**src/rtl/y_demux_pkg.sv**
```systemverilog
// Shared constants and types for the y_demux4_router slice.
package y_demux_pkg;
  localparam int NUM_LANES = 4;
  localparam int SEL_W     = 2;
  localparam int CNT_W     = 16;

  typedef logic [SEL_W-1:0] lane_sel_t;
endpackage

```
**src/rtl/y_demux4_router_y_out_slot.sv**
```systemverilog
// One-entry valid/ready holding slot for a single router lane.
// Optional handshake counter is enabled by macro Y_DEMUX_COUNT_EN.
module y_out_slot #(
  parameter int SIZE  = 32,
  parameter int CNT_W = 16
) (
  input  logic            clk,
  input  logic            reset,
  input  logic            load,
  input  logic [SIZE-1:0] din,
  input  logic            ready,
  output logic            valid,
  output logic [SIZE-1:0] data
`ifdef Y_DEMUX_COUNT_EN
  ,output logic [CNT_W-1:0] cnt
`endif
);

  // A load on the same edge as a drain wins, so a streaming lane never bubbles.
  always_ff @(posedge clk) begin
    if (reset) begin
      valid <= 1'b0;
      data  <= '0;
    end else if (load) begin
      valid <= 1'b1;
      data  <= din;
    end else if (valid && ready) begin
      valid <= 1'b0;
    end
  end

`ifdef Y_DEMUX_COUNT_EN
  always_ff @(posedge clk) begin
    if (reset) begin
      cnt <= '0;
    end else if (valid && ready) begin
      cnt <= cnt + 1'b1;
    end
  end
`endif

endmodule

```
**src/rtl/y_demux4_router.sv**
```systemverilog
// Registered 1-to-4 valid/ready demultiplexer with a holding slot per lane.
// Define Y_DEMUX_COUNT_EN to add per-lane sink handshake counters (port cnt).
module y_demux4_router
  import y_demux_pkg::*;
#(
  parameter int SIZE = 32
) (
  input  logic                      clk,
  input  logic                      reset,
  input  logic                      in_valid,
  output logic                      in_ready,
  input  logic [SIZE-1:0]           in_data,
  input  lane_sel_t                 in_sel,
  output logic [NUM_LANES-1:0]      out_valid,
  input  logic [NUM_LANES-1:0]      out_ready,
  output logic [NUM_LANES*SIZE-1:0] out_data
`ifdef Y_DEMUX_COUNT_EN
  ,output logic [NUM_LANES*CNT_W-1:0] cnt
`endif
);

  logic                 accept;
  logic [NUM_LANES-1:0] load;

  // Only the targeted lane can stall the source.
  always_comb begin
    in_ready = !reset && (!out_valid[in_sel] || out_ready[in_sel]);
    accept   = in_valid && in_ready;
    load     = '0;
    load[in_sel] = accept;
  end

  for (genvar i = 0; i < NUM_LANES; i++) begin : g_lane
    y_out_slot #(
      .SIZE  (SIZE),
      .CNT_W (CNT_W)
    ) u_slot (
      .clk   (clk),
      .reset (reset),
      .load  (load[i]),
      .din   (in_data),
      .ready (out_ready[i]),
      .valid (out_valid[i]),
      .data  (out_data[i*SIZE +: SIZE])
`ifdef Y_DEMUX_COUNT_EN
      ,.cnt  (cnt[i*CNT_W +: CNT_W])
`endif
    );
  end

endmodule

```
**config.mk**
```make
export PLATFORM = sky130hd
export DESIGN_NAME = y_demux4_router
export DESIGN_NICKNAME = d
export VERILOG_FILES = /design/src/rtl/y_demux_pkg.sv /design/src/rtl/y_demux4_router_y_out_slot.sv /design/src/rtl/y_demux4_router.sv
export SDC_FILE = /design/constraint.sdc
export NUM_CORES = 1
export LEC_CHECK = 0
export CORE_MARGIN = 2
export CORE_UTILIZATION = 45
export CTS_CLUSTER_SIZE = 30
export DETAILED_ROUTE_END_ITERATION = 10
export PLACE_DENSITY_LB_ADDON = 0.25
export SLEW_MARGIN = 20
export SYNTH_ARGS = -nofsm -noshare
export SYNTH_HDL_FRONTEND = slang
export SYNTH_HIERARCHICAL = 1
export SYNTH_SLANG_ARGS = --single-unit
```
**constraint.sdc**
```tcl
create_clock -name clk -period 2.5 [get_ports clk]
set_clock_uncertainty 0.05 [all_clocks]
set_input_delay 0.625 -clock clk [delete_from_list [all_inputs] [get_ports clk]]
set_output_delay 0.625 -clock clk [all_outputs]
set_load 0.02 [all_outputs]
```
## After elaboration in Yosys (flattened, before gate mapping)

Index checks and enable logic that the tools add are counted.

| word-level totals | value |
|---|---|
| flip-flop bits (word level) | 132 |
| bits of input ports | 41 |
| output and inout port bits | 133 |
| word-level logic and storage cells | 39 |

| cells by class | value |
|---|---|
| order comparisons | 2 |
| muxes and demuxes | 14 |
| bitwise logic cells | 1 |
| reductions and logical operators | 14 |

Operator list:

| operator | count |
|---|---|
| two-way mux 1 bit | 11 |
| nonzero test 2 bit | 4 |
| logical AND 1 bit | 7 |
| bitwise AND 4 bit | 1 |
| binary-select mux 1 bit (select 2 bit) | 2 |
| < comparator 2 x 3 -> 1 bit (second input constant) | 1 |
| demux 1 bit (select 2 bit) | 1 |
| >= comparator 2 x 1 -> 1 bit (second input constant) | 1 |
| zero test 1 bit | 2 |
| logical OR 1 bit | 1 |

## Logic depth before layout (Yosys ltp)

Gate-level depths: netlist of run 1.

| logic depth | value |
|---|---|
| depth in word-level cells | 8 |
| depth in mapped cells | 7 |
| mapped depth without buffers | 5 |

## Modules after synthesis

Netlist of run 1, hierarchy kept.

Modules (own cells, without submodules):

| module | instances | cells each | area an instance (um2) | sequential area each (um2) |
|---|---|---|---|---|
| y_out_slot | 4 | 108 | 1204.9 | 660.6 |
| y_demux4_router | 1 | 18 | 112.6 | 0.0 |

## Least setup slack after synthesis of run 1

OpenSTA, ideal clock, no wires.

| path | value |
|---|---|
| path kind | input to output |
| start point | in in_sel[1] |
| end point | out in_ready |
| arrival time | 1437 ps |
| data required time | 1825 ps |
| path slack | 388 ps |
| stages | 3 |
| buffers on the path | 0 |
| cell sequence | or4bb_1 -> nand3_1 -> a311oi_1 |

| on the way | value |
|---|---|
| word-level cells in the longest chain between the ends | 5 |
| elaborated cells between the ends (all ways) | 7 |
| classes of those cells | mux (4); reduce/logical (3) |

Ends and longest elaborated chain:

| element | line | source |
|---|---|---|
| from (decl) | y_demux4_router.sv:13 | `input lane_sel_t in_sel,` |
| binary-select mux 1 bit (select 2 bit) | y_demux4_router.sv:27 | `in_ready = !reset && (!out_valid[in_sel] \|\| out_ready[in_sel]);` |
| two-way mux 1 bit (implied by the code) | y_demux4_router.sv:27 |  |
| zero test 1 bit | y_demux4_router.sv:27 |  |
| logical OR 1 bit * | y_demux4_router.sv:27 |  |
| logical AND 1 bit * | y_demux4_router.sv:27 |  |
| to (decl) | y_demux4_router.sv:11 | `output logic in_ready,` |

Every way passes the cells marked *; elsewhere a longest branch is shown, timed or not. The select of a mux whose other input is x is not followed.

## Worst setup path after layout of run 1

Ends and elaborated chain as after synthesis.

==> results of run 1 <==
==> per-layer routing <==
layer  vias up  GRT usage (%)  wire (um)
met5         -              0          0
met4         0          8.791        232
met3        18          7.412        793
met2       135          33.08       5634
met1      1796          25.78       5503
li1       1859              -          -
==> per-stage QoR <==
step / cells / hold WS (ns) / util, % / instance area (um2) / power, mW
2_1_floorplan: 450 / 0.5111 / - / 4932 / 2.434
3_3_place_gp: 752 / 0.4208 / 62.35 / 6700 / 2.633
3_5_place_dp: 752 / 0.4273 / 62.35 / 6700 / 2.642
4_1_cts: 784 / 0.4437 / 67.98 / 7305 / 5.180
5_1_grt: 784 / 0.4484 / 68.10 / 7317 / 5.316
6_report: 784 / 0.4408 / 68.10 / 7317 / 5.136
==> state kept, by name, indices dropped and copies added, names as in the netlist <==
register and cells:
g_lane.u_slot/data 128, g_lane.u_slot/valid 4
==> report_power, final <==
part,internal (mW),switching [mW]
sequential,2.15,0.0243
combinational,0.205,0.216
clock,1.65,0.894
==> tightest hold or removal path: cells and delay by family (launching register included) <==
family,cells,cell delay [ns]
AND/OR/NAND/NOR,1,0.07
multiplexers,1,0.06
flip-flops,1,0.32
==> how the worst min path moves through the flow <==
stage / from / cells after the start / end
2_1_floorplan: g_lane[1].u_slot/valid / 2 / g_lane[1].u_slot/valid
3_3_place_gp: g_lane[2].u_slot/data[15] / 2 / g_lane[2].u_slot/data[15]
3_5_place_dp: g_lane[3].u_slot/data[7] / 2 / g_lane[3].u_slot/data[7]
4_1_cts: g_lane[3].u_slot/data[7] / 2 / g_lane[3].u_slot/data[7]
5_1_grt: out_ready[3] / 3 / g_lane[3].u_slot/valid
6_report: g_lane[0].u_slot/data[3] / 2 / g_lane[0].u_slot/data[3]
==> synthesized netlist by cell type <==
library cell,number
a21oi_1,4
mux2i_1,128
dfxtp_1,132
a2111oi_0,1
nand3b_1,1
nor2b_1,1
a311oi_1,1
o21ai_0,2
nand4b_1,1
nand3_1,1
buf_2,8
inv_1,7
clkbuf_1,8
or4bb_1,2
buf_6,4
nor3_1,2
nor2_1,130
nand2b_1,5
buf_12,12
==> final cells by class <==
type	count	area [um2]
fillers	832	3428
flip-flops and latches	132	2644
multi-input cells	279	1938
repair buffers	194	1919
clock buffers	20	435.4
clock inverters	12	178.9
well taps	140	175.2
inverters	7	26.28
==> cells by family after synthesis <==
kind of cell    Yosys count
simple gates            143
flops                   132
mux                     128
buf+inv                  39
compound gates            8
==> timing repair <==
item	4_1_cts	5_1_grt
pin swaps	1	0
cloned	0	0
gates resized for setup	9	4
endpoints found under the setup margin	1	1
==> impl.org, run 1 <==
** Finish
- In the final layout, the share of cells above drive strength 1 is 9.161%.
- Top library cells by usage in the layout, fill and taps aside :: 166 x clkdlybuf4s50_1, 131 x dfxtp_1, 129 x nor2_1, 128 x mux2i_1, 20 x buf_4
- 0 antenna diodes ended up in the layout.
- Area growth from synthesis to final layout :: 48.35%
- The library cell used most frequently in the layout, excluding fill and tap cells, is clkdlybuf4s50_1.
- In the final design database the tool counted between 600 and 700 nets.

** Worst setup path
- The number of cells on the worst reg-to-reg path is 5.
- The largest individual stage delay along the critical path comes from the cell or4bb_1.
- The startpoint identified for the worst register-to-register timing path is g_lane[0].u_slot/valid.
- Number of cells on the critical path :: 5
- On the worst path, the slowest cell contributes a delay of about 0.50 ns.
- Crit path from :: in_sel[1]
- Critical Path, Cell by Cell :: dlygate4sd2_1, or4bb_1, nand3_1, a311oi_2, buf_4
- Count of buffer and inverter cells on the critical path :: 2
- CP required :: approximately 1.8 ns
- Broken down by cell family, the worst path's largest delay share belongs to simple AND/OR/NAND/NOR gates.
- Endpoint of the most critical register-to-register path :: g_lane[0].u_slot/data[16]
- Data on the critical path arrives at its endpoint at 1.75 ns.
- Maximum fanout count along the critical path :: 5
- The critical path is of the in -> out type.
- CP startpoint kind :: input port
- The most critical setup path has its endpoint at in_ready.
- The worst setup path is captured at a primary output.
- In this run the register-to-register setup slack is roughly 0.9 ns.

** Placed design
- Total half-perimeter wirelength after legalization and detailed placement :: about 8300 um
- Worst setup slack before clock tree synthesis :: -0.5186 ns
- Routability-driven placement finished with a final weighted congestion of 0.7643.
- Input and output buffers added on the ports amount to approximately 170.

** Clock network
- Clock latency on the worst-skew pair :: 0.51 ns
- H-tree level count :: 4
- Register clock-pin slew on the reported worst setup and hold paths :: around 0.06 ns
- CTS sink count :: 132
- Hold buffers post-CTS :: 0
- Buffers inserted during clock tree synthesis total 17.
- After clock tree synthesis, the setup repair step added 0 buffers.
- TritonCTS built the clock tree.
- Clock tree buffer depth :: 2
- Root Driver :: clkbuf_8

** Run status
- Result of the run :: finished clean

** Synthesis
- Synthesis instantiated 19 different standard cells from the library.
- Fraction of post-synthesis cell area in the top cell type by area :: 53.58%
- Fraction of synthesized cell area in xor and xnor cells :: 0%
- In this run, synthesis produced a sequential element count of around 130.
- Top cell type by total area after synthesis :: dfxtp_1
- Adder-cell share of the synthesized area :: 0%
- The average instance in the mapped netlist occupies approximately 11 um2.
- Summing the areas of all and, or, nand and nor instances in the mapped netlist gives between 10% and 20% of the synthesized area.
- The synthesized netlist devotes 0.9640% of its cell area to compound gates.
- Post-Synthesis Net Count :: 491
- Portion of the post-synthesis area used by sequential elements :: about 54%
- Gate count after technology mapping :: 450
- Largest family of logic cells by synthesized area :: multiplexers
- Portion of netlist area occupied by mux cells :: roughly a quarter
- By area the synthesized netlist is led by dfxtp_1 54%, mux2i_1 26%, nor2_1 9.9%.
- Number of warnings reported in the yosys synthesis log :: 6
- After synthesis the cells add up to just under 0.005 mm2.

** Global routing
- Global routing consumed, over all layers together, 20.87% of the routing resources.
- Global routing finished with a remaining overflow of 0.
- The via count of the first global-routing pass came to 3772.
- The initial antenna violation count is 0.
- Entering global routing, the biggest net connects about 110 pins.
- First-pass GRT wire length :: ~19000 um

** STA
- The worst path meets setup with roughly 0.08 ns of slack.
- Setup-failing EPs final :: 0
- Setup repair after global routing missed its margin :: false
- Total Neg Setup Slack :: 0 ns
- Relative slew slack :: about a quarter
- The number of endpoints with negative hold slack in the final report is 0.
- Timing would allow up to between 0.4 and 0.5 GHz.
- Least-Margin Pin Slew :: ~1.1 ns
- Dividing the final minimum period by the clock period gives 96.84%.
- Final worst path period need :: roughly 2.4 ns
- Number of max-slew violations in the final report :: 0

** Run
- Across the run, the number of max-cap violations was 0.

** Drt
- Number of nets with antenna violations after detailed routing :: 0
- Pre-antenna DRT Iters :: 4
- Starting DRC count in detailed routing :: 147
- Routed wire per std cell :: about 16 um
- Via total after detailed routing :: 3808
- In the routed layout, each cell is associated on average with a via count of slightly below 5.
- Summed over all layers, the routed wires come to approximately 12000 um.
- After detailed routing, the number of remaining DRC violations is 0.

** Hold path
- Path category of the worst min-delay check :: reg -> reg

** Die
- During I/O placement, the number of pins put on the boundary was roughly 170.
- Horizontal die dimension :: between 100 and 150 um
- From bottom edge to top edge, the die measures 108.7 um.
- Initial Utilization :: between 40% and 50%
- The floorplan step defined a die boundary enclosing between 0.01 and 0.015 mm2.
- After floorplanning, the core was divided into 38 placement rows.
- The floorplan step defined a core boundary enclosing about 0.011 mm2.

** Power
- Pwr Density :: approximately 700 mW/mm2
- Lkg Pwr :: 2.605 nW
- Across the VDD grid, the largest voltage drop is approximately 0.00038 V.
(Power assumes the default switching activity.)
==> run 2: changes to the inputs <==
- ABC_AREA: unset -> 1
- CORE_UTILIZATION: 45 -> 30
- SLEW_MARGIN: 20 -> 5
==> impl.org, run 2 <==
** Clock network
- The number of clock buffers added by TritonCTS is 17.
- For the worst-skew pair, the clock arrives at the later sink with an insertion delay of a little over 0.4 ns.
- TritonCTS built the clock tree.
- CTS sink count :: about 130
- H-tree level count :: 4
- The tree is rooted in a clkbuf_16.
- Hold buffers post-CTS :: 0
- Clock tree buffer depth :: 2
- Once the clock tree was built, the setup fixing pass inserted 0 buffers.
- Register clock-pin slew on the reported worst setup and hold paths :: 0.05 ns

** Synthesis
- The Yosys step of the flow raised 6 warnings.
- Async set or reset register ratio after synthesis :: 0%
- nor2_1 is the most common cell in the netlist.
- Portion of netlist area occupied by mux cells :: 0%
- Of the total synthesized cell area, the portion taken by AND, OR, NAND and NOR gates is a little under a quarter.
- Cell types with the largest area share after synthesis :: dfxtp_1 56%, nor2_1 21%, o21ai_0 13%
- Most used DFF post-synth :: dfxtp_1
- Summing the areas of all xor and xnor instances in the mapped netlist gives 0% of the synthesized area.
- Summing the areas of all fa, ha and maj instances in the mapped netlist gives 0% of the synthesized area.
- Post-synth top cells :: 262 x nor2_1, 132 x dfxtp_1, 128 x o21ai_0
- In this run the mean area of a mapped cell was between 7 and 8 um2.
- In the synthesized netlist, the number of instances is slightly above 600.
- Fraction of post-synthesis cell area in the top cell type by area :: between 50 and 60%
- Mapped cell area :: 0.004748 mm2
- Top cell type by total area after synthesis :: dfxtp_1
- Largest family of logic cells by synthesized area :: simple AND/OR/NAND/NOR gates
- Library cells used by synthesis :: 12
- After synthesis, flip-flops and latches occupy 55.65% of the total area.
- The synthesized netlist devotes between 10 and 15% of its cell area to compound gates.
- Post-Synthesis Net Count :: about 650
- After synthesis the netlist holds a flip-flop and latch count of 132.
- Number of synthesized flops with an enable pin :: 0

** Drt
- Via total after detailed routing :: ~4600
- Summed over all layers, the routed wires come to roughly 16000 um.
- After detailed routing, the number of vias per cell comes to about 4.6.
- After the first detailed-routing iteration, the DRC count stood at 270.
- Pre-antenna DRT Iters :: 5
- DRC violation count after routing :: 0
- After detailed routing, the average wire length per cell comes to 15.70 um.
- The detail route stage leaves a number of antenna-violating nets equal to 0.

** Worst setup path
- Data on the critical path is required at its endpoint by between 1.5 and 2 ns.
- Count of buffer and inverter cells on the critical path :: 3
- In this run the worst setup path begins at in_sel[0].
- Most numerous cell on the critical path :: nand2_1
- Origin of the critical flop-to-flop path :: g_lane[3].u_slot/valid
- Longest individual stage delay on the worst path :: 0.36 ns
- Dominant delay contributor by cell family on the critical path :: buffers and inverters
- Critical Setup Path Class :: in -> out
- The worst setup path is captured at a primary output.
- R2R depth :: 10
- Endpoint of the most critical register-to-register path :: g_lane[3].u_slot/data[12]
- Across all register-to-register paths, the minimum setup slack is between 0.7 and 0.8 ns.
- Critical path's slowest cell :: dlygate4sd2_1
- CP startpoint kind :: input port
- For the worst setup path, the data arrival time is 1.63 ns.
- Maximum fanout count along the critical path :: 7
- The signal on the critical path passes through dlygate4sd2_1, inv_2, nand2_1, nand2_1, nand2_1, nand2_1, a21oi_1, buf_2.

** Finish
- Fraction of layout instances using a drive strength above 1 :: under 10%
- Compared with the post-synthesis result, the final layout area differs by 52.20%.
- In the layout the commonest cells are 257 x nor2_1, 170 x clkdlybuf4s50_1, 132 x dfxtp_1, 128 x o21ai_0, 24 x buf_4.
- Diode count :: 0
- Register area :: ~0.0026 mm2
- Ranked by flip-flop count, first place goes to g_lane.u_slot/data.
- Area of combinational cells with multiple inputs :: ~0.0018 mm2
- Fill cells :: about 1500
- Largest regs :: g_lane.u_slot/data: 128 flops, g_lane.u_slot/valid: 4 flops
- Max reg flops :: 128
- Number of standard cells in the final layout excluding fillers :: 1008
- Most common cell after layout, fill and taps aside :: nor2_1
- For this run, the post-layout net count is a little over 800.

** STA
- The number of endpoints with negative hold slack in the final report was 0.
- At the pin with the least slew margin, the transition time is 0.9134 ns.
- The number of max-slew violations in the final report was 0.
- Final worst path period need :: 2.305 ns
- Relative slew slack :: about two fifths
- Setup repair after global routing missed its margin :: false
- Static timing analysis puts the maximum clock frequency at 0.4339 GHz.
- Setup violations remaining at the end of the flow were counted as 0.
- Total Neg Setup Slack :: 0 ns
- Share of the cycle needed by the critical path after routing :: just over 90%

** Die
- Horizontal die dimension :: about 130 um
- The core region is 0.01531 mm2.
- The floorplan step set the die height to between 100 and 150 um.
- Total number of placement rows :: 45
- ~170 I/O pins were placed.
- Initial Utilization :: between 30 and 40%
- The die covers ~0.017 mm2.

** Power
- Summed over all cells, the static leakage comes to around 3.1 nW.
- For this design the ratio of total power to cell area is between 700 and 800 mW/mm2.
- Worst vdd rail ir drop :: ~0.00040 V

** Placed design
- Cells after DPL :: roughly 1000
- Total half-perimeter wirelength after legalization and detailed placement :: 11140 um
- At the end of routability-driven placement, the weighted congestion stood at roughly 0.87.
- Port buffering added 173 buffers.

** Global routing
- The initial antenna violation count came to 0.
- The first global-routing pass estimated 24320 um of wire.
- Overflow left after global routing :: 0
- Entering global routing, the biggest net connects 33 pins.
- Global routing used about a fifth of the available tracks.
- The via count of the first global-routing pass came to approximately 4600.

** Hold path
- The worst hold path was traced through 2 stages.
- The path with the worst hold slack has its endpoint at g_lane[0].u_slot/valid.
- Launch point of the worst hold path :: g_lane[0].u_slot/valid
- The worst hold path belongs to the class reg -> reg.

** Run
- Across the run, the number of max-cap violations was 0.

** Run status
- Result of the run :: finished clean
-- run 2: cell count changes in the layout (fill, tap and decap cells not counted), sizes merged, moves of 5 or more --
cell / delta
inv: +10
nand2b: -5
nor2: +132
nand2: +20
mux2i: -128
o21ai: +126
-- run 2: repair_timing --
item                       CTS  global route
setup endpoints to repair    1             1
pin swaps                    0             0
resized for setup            6             1
-- run 2: area by class of cell --
cell class                      instances  share of cell area (%)
Tap cell                              211                   3.653
Clock buffer                           18                   6.077
Clock inverter                         14                   1.870
Inverter                               16                  0.8310
Sequential cell                       132                   36.57
Timing Repair Buffer                  198                   26.63
Multi-Input combinational cell        419                   24.38
-- run 2: worst register-to-register path, stage by stage (launching register included) --
cell and delay, ns:
dfxtp_1 0.32, nand2_1 0.07, nand2_1 0.05, nand2_1 0.05
nand2_1 0.06, nand2_1 0.08, nand3_2 0.12, nor2_2 0.23
buf_4 0.30, o21ai_0 0.18, nor2_1 0.12
-- run 2: layer usage --
| metal | routed length, um | track usage [%] |
|---|---|---|
| met2 | 7641 | 31.88 |
| met4 | 210 | 4.997 |
| met3 | 1259 | 6.560 |
| met5 | 0 | 0 |
| met1 | 6713 | 22.84 |
-- run 2: per-stage QoR --
step	hold slack (ns)	area, um2	power (mW)	utilization, %	worst slack, ns
2_1_floorplan	0.4912	4748	2.491	-	0.4766
3_3_place_gp	0.4246	6658	2.781	43.47	-0.4655
6_report	0.4361	7227	5.156	47.19	0.1954
3_5_place_dp	0.4323	6658	2.791	43.47	-0.5069
4_1_cts	0.4409	7233	5.209	47.23	0.08690
5_1_grt	0.4683	7227	5.360	47.19	0.1003
-- run 2: worst max-delay path by stage --
stage / to / cells after the start / slack [ns]
6_report: in_ready / 8 / 0.20
5_1_grt: in_ready / 6 / 0.10
4_1_cts: in_ready / 6 / 0.09
3_5_place_dp: in_ready / 8 / -0.51
3_3_place_gp: in_ready / 8 / -0.47
2_1_floorplan: in_ready / 6 / 0.48
-- run 2: logic make-up (layout without fill, tap and decap cells) --
kind of cell	Yosys count	after routing
AOI/OAI and AO/OA	133	133
and+or+nand+nor	286	286
DFF	132	132
buffers and inverters	53	246
-- run 2: report_power, final --
part	internal [mW]	switching, mW
Combinational	0.232	0.292
Clock	1.48	0.928
Sequential	2.18	0.0407
==> run 3: changes to the inputs <==
- CAP_MARGIN: unset -> 15
- CORE_UTILIZATION: 30 -> 35
- GPL_ROUTABILITY_DRIVEN: unset -> 0
==> impl.org, run 3 (synthesis gave the netlist of run 2 again) <==
** Run status
- The flow ran to the end, and the final reports show no timing, DRC or antenna violations.

** Power
- Switching power summed over all nets :: between 1 and 1.5 mW
- Summing internal, switching and leakage power gives about 5.5 mW.
- Part of the total power dissipated in the clock network :: between 50% and 60%
- Lkg Pwr :: about 3.2 nW
- In this run switching power makes up between 20% and 30% of total power.
- Sequential cells account for about two fifths of the total power.
- Gate power share :: 9.6%
- Worst vdd rail ir drop :: approximately 0.00048 V
- Internal portion of total power :: between 4 and 5 mW
- In this run the power density over the cells is 751.5 mW/mm2.

** Clock network
- Clock latency on the worst-skew pair :: 0.42 ns
- TritonCTS built the clock tree.
- Root Driver :: clkbuf_16
- The clock passes through at most 2 buffers.
- After clock tree synthesis, the clock-pin slew on the worst setup and hold paths is about 0.060 ns.
- Post-CTS Setup Inserts :: 0
- Hold buffers post-CTS :: 0
- The H-tree was split into 4 levels.
- TritonCTS buffer count :: 17
- The tree built by TritonCTS fans out to approximately 130 sinks.

** Worst setup path
- Critical path's slowest cell :: clkdlybuf4s50_1
- STA classifies the critical path endpoint as a primary output.
- Maximum fanout count along the critical path :: 2
- For the worst flop-to-flop path, the logic depth is 10.
- CP startpoint kind :: input port
- Arrival time at the worst endpoint :: ~1.6 ns
- The signal on the critical path passes through clkdlybuf4s50_1, nand3_1, nand2_1, nor2_1, a21oi_1, buf_2.
- CP required :: roughly 1.8 ns
- Origin of the critical flop-to-flop path :: g_lane[0].u_slot/valid
- The critical path starts at out_ready[1].
- In this design, the stage delay of the slowest critical-path cell is 0.50 ns.
- Critical Setup Path Class :: in -> out

** Die
- The total area inside the core boundary comes to between 0.01 and 0.015 mm2.
- Die area :: roughly 0.015 mm2
- Initial Utilization :: a little over a third
- From bottom edge to top edge, the die measures about 120 um.
- Horizontal die dimension :: 120.5 um
- In this run the core area contains 42 standard-cell rows.
- During I/O placement, the number of pins put on the boundary was ~170.

** Global routing
- Met1 Resource Use GR :: around 25%
- First-pass GRT wire length :: around 23000 um
- After global routing the overflow that remains totals 0.
- GRT met2 Usage :: between 30% and 40%
- The initial antenna violation count is 0.
- GRT Overall Usage :: between 20% and 30%
- Maximum number of pins on one net before global-route repair :: 33
- The layer flagged by global routing as most heavily used is met2.
- Global routing used under 10% of the available met3 tracks.
- The via count of the first global-routing pass is roughly 4400.

** Finish
- Diode count :: 0
- Compared with the post-synthesis result, the final layout area differs by 54.76%.
- Max reg flops :: 128
- End-of-flow core utilization :: 55.49%
- Top library cells by usage in the layout, fill and taps aside :: 257 x nor2_1, 170 x clkdlybuf4s50_1, 132 x dfxtp_1, 128 x o21ai_0, 20 x nand2_1
- The library cell used most frequently in the layout, excluding fill and tap cells, is nor2_1.
- Fraction of layout instances using a drive strength above 1 :: roughly 8.3%
- Largest regs :: g_lane.u_slot/data: 128 flops, g_lane.u_slot/valid: 4 flops
- Total number of nets in the final design :: 823
- The finished layout holds 970 standard cells, fillers aside.
- Register with the most flip-flops :: g_lane.u_slot/data
- The layout has roughly 1200 filler cells.

** Drt
- Ratio of routed vias to standard cells :: between 4 and 5
- Overall routed net length :: 15200 um
- Via total after detailed routing :: around 4700
- In the final routed layout, each cell accounts on average for about 16 um.
- The detailed router finished its first iteration with 386 violations.
- Number of nets with antenna violations after detailed routing :: 0
- The pre-antenna-repair detailed-routing pass consisted of 4 iterations.
- DRC violation count after routing :: 0

** STA
- Relative slew slack :: 36.18%
- Setup repair after global routing missed its margin :: false
- Worst Hold Margin :: ~0.42 ns
- Subtracting the final worst setup slack from the clock period gives 2.314 ns.
- Share of the cycle needed by the critical path after routing :: between 90% and 100%
- Least-Margin Pin Slew :: 0.9562 ns
- Number of hold violations in the final report :: 0
- The number of max-slew violations in the final report was 0.
- Derived from the worst setup path, the maximum achievable clock frequency is approximately 0.43 GHz.
- Final worst setup slack :: approximately 0.19 ns
- Setup-failing EPs final :: 0

** Placed design
- The HPWL after detailed placement is roughly 11000 um.
- Before CTS, the worst setup slack after placement is -0.5194 ns.
- In this run, placement finished with an instance count of ~940.
- PortBufs :: roughly 170

** Hold path
- Worst hold path cell count :: 2
- Launch point of the worst hold path :: g_lane[2].u_slot/valid
- Path category of the worst min-delay check :: reg -> reg

** Run
- Across the run, the number of max-cap violations was 0.
## run 3: worst paths after layout
path         slack, ns                        end
min reg2reg       0.42     g_lane[2].u_slot/valid
max               0.19                   in_ready
max reg2reg       0.80  g_lane[3].u_slot/data[15]
min               0.42     g_lane[2].u_slot/valid
## run 3: critical path, delay by kind of cell
family,cells,cell delay (ns)
and+or+nand+nor,3,0.20
AOI/OAI and AO/OA,1,0.13
buffers and inverters,2,0.69
## run 3: layout make-up
type / count / area [um2] / share of cell area [%]
well taps: 176 / 220.2 / 2.997
clock buffers: 22 / 484.2 / 6.589
inverters: 16 / 60.06 / 0.8173
multi-input cells: 419 / 1762 / 23.97
flip-flops and latches: 132 / 2643 / 35.96
repair buffers: 196 / 2006 / 27.29
clock inverters: 9 / 173.9 / 2.367
## run 3: routing by layer
layer,up-vias,share of wire [%],wire [um]
li1,2276,-,-
met1,2208,43,6582
met2,158,49,7445
met3,14,6.7,1013
met4,0,1.1,160
met5,-,0,0
## run 3: through the flow
step | cell area [um2] | setup TNS [ns]
after floorplan | 4748 | 0
after global placement | 6699 | -4.097
after detailed placement | 6699 | -9.144
after CTS | 7358 | 0
after global routing | 7348 | 0
final | 7348 | 0
## run 3: what timing repair did
action / CTS / global route
hold endpoints to repair: 0 / 0
endpoints found under the setup margin: 1 / 1
resized for setup: 6 / 3
## run 3: power groups by stage
stage,sequential [mW],combinational (mW),clock (mW)
after detailed placement,2.26,0.533,0
after global routing,2.23,0.570,2.91
after global placement,2.26,0.527,0
after CTS,2.22,0.535,2.81
after floorplan,2.35,0.145,0
final,2.22,0.531,2.77
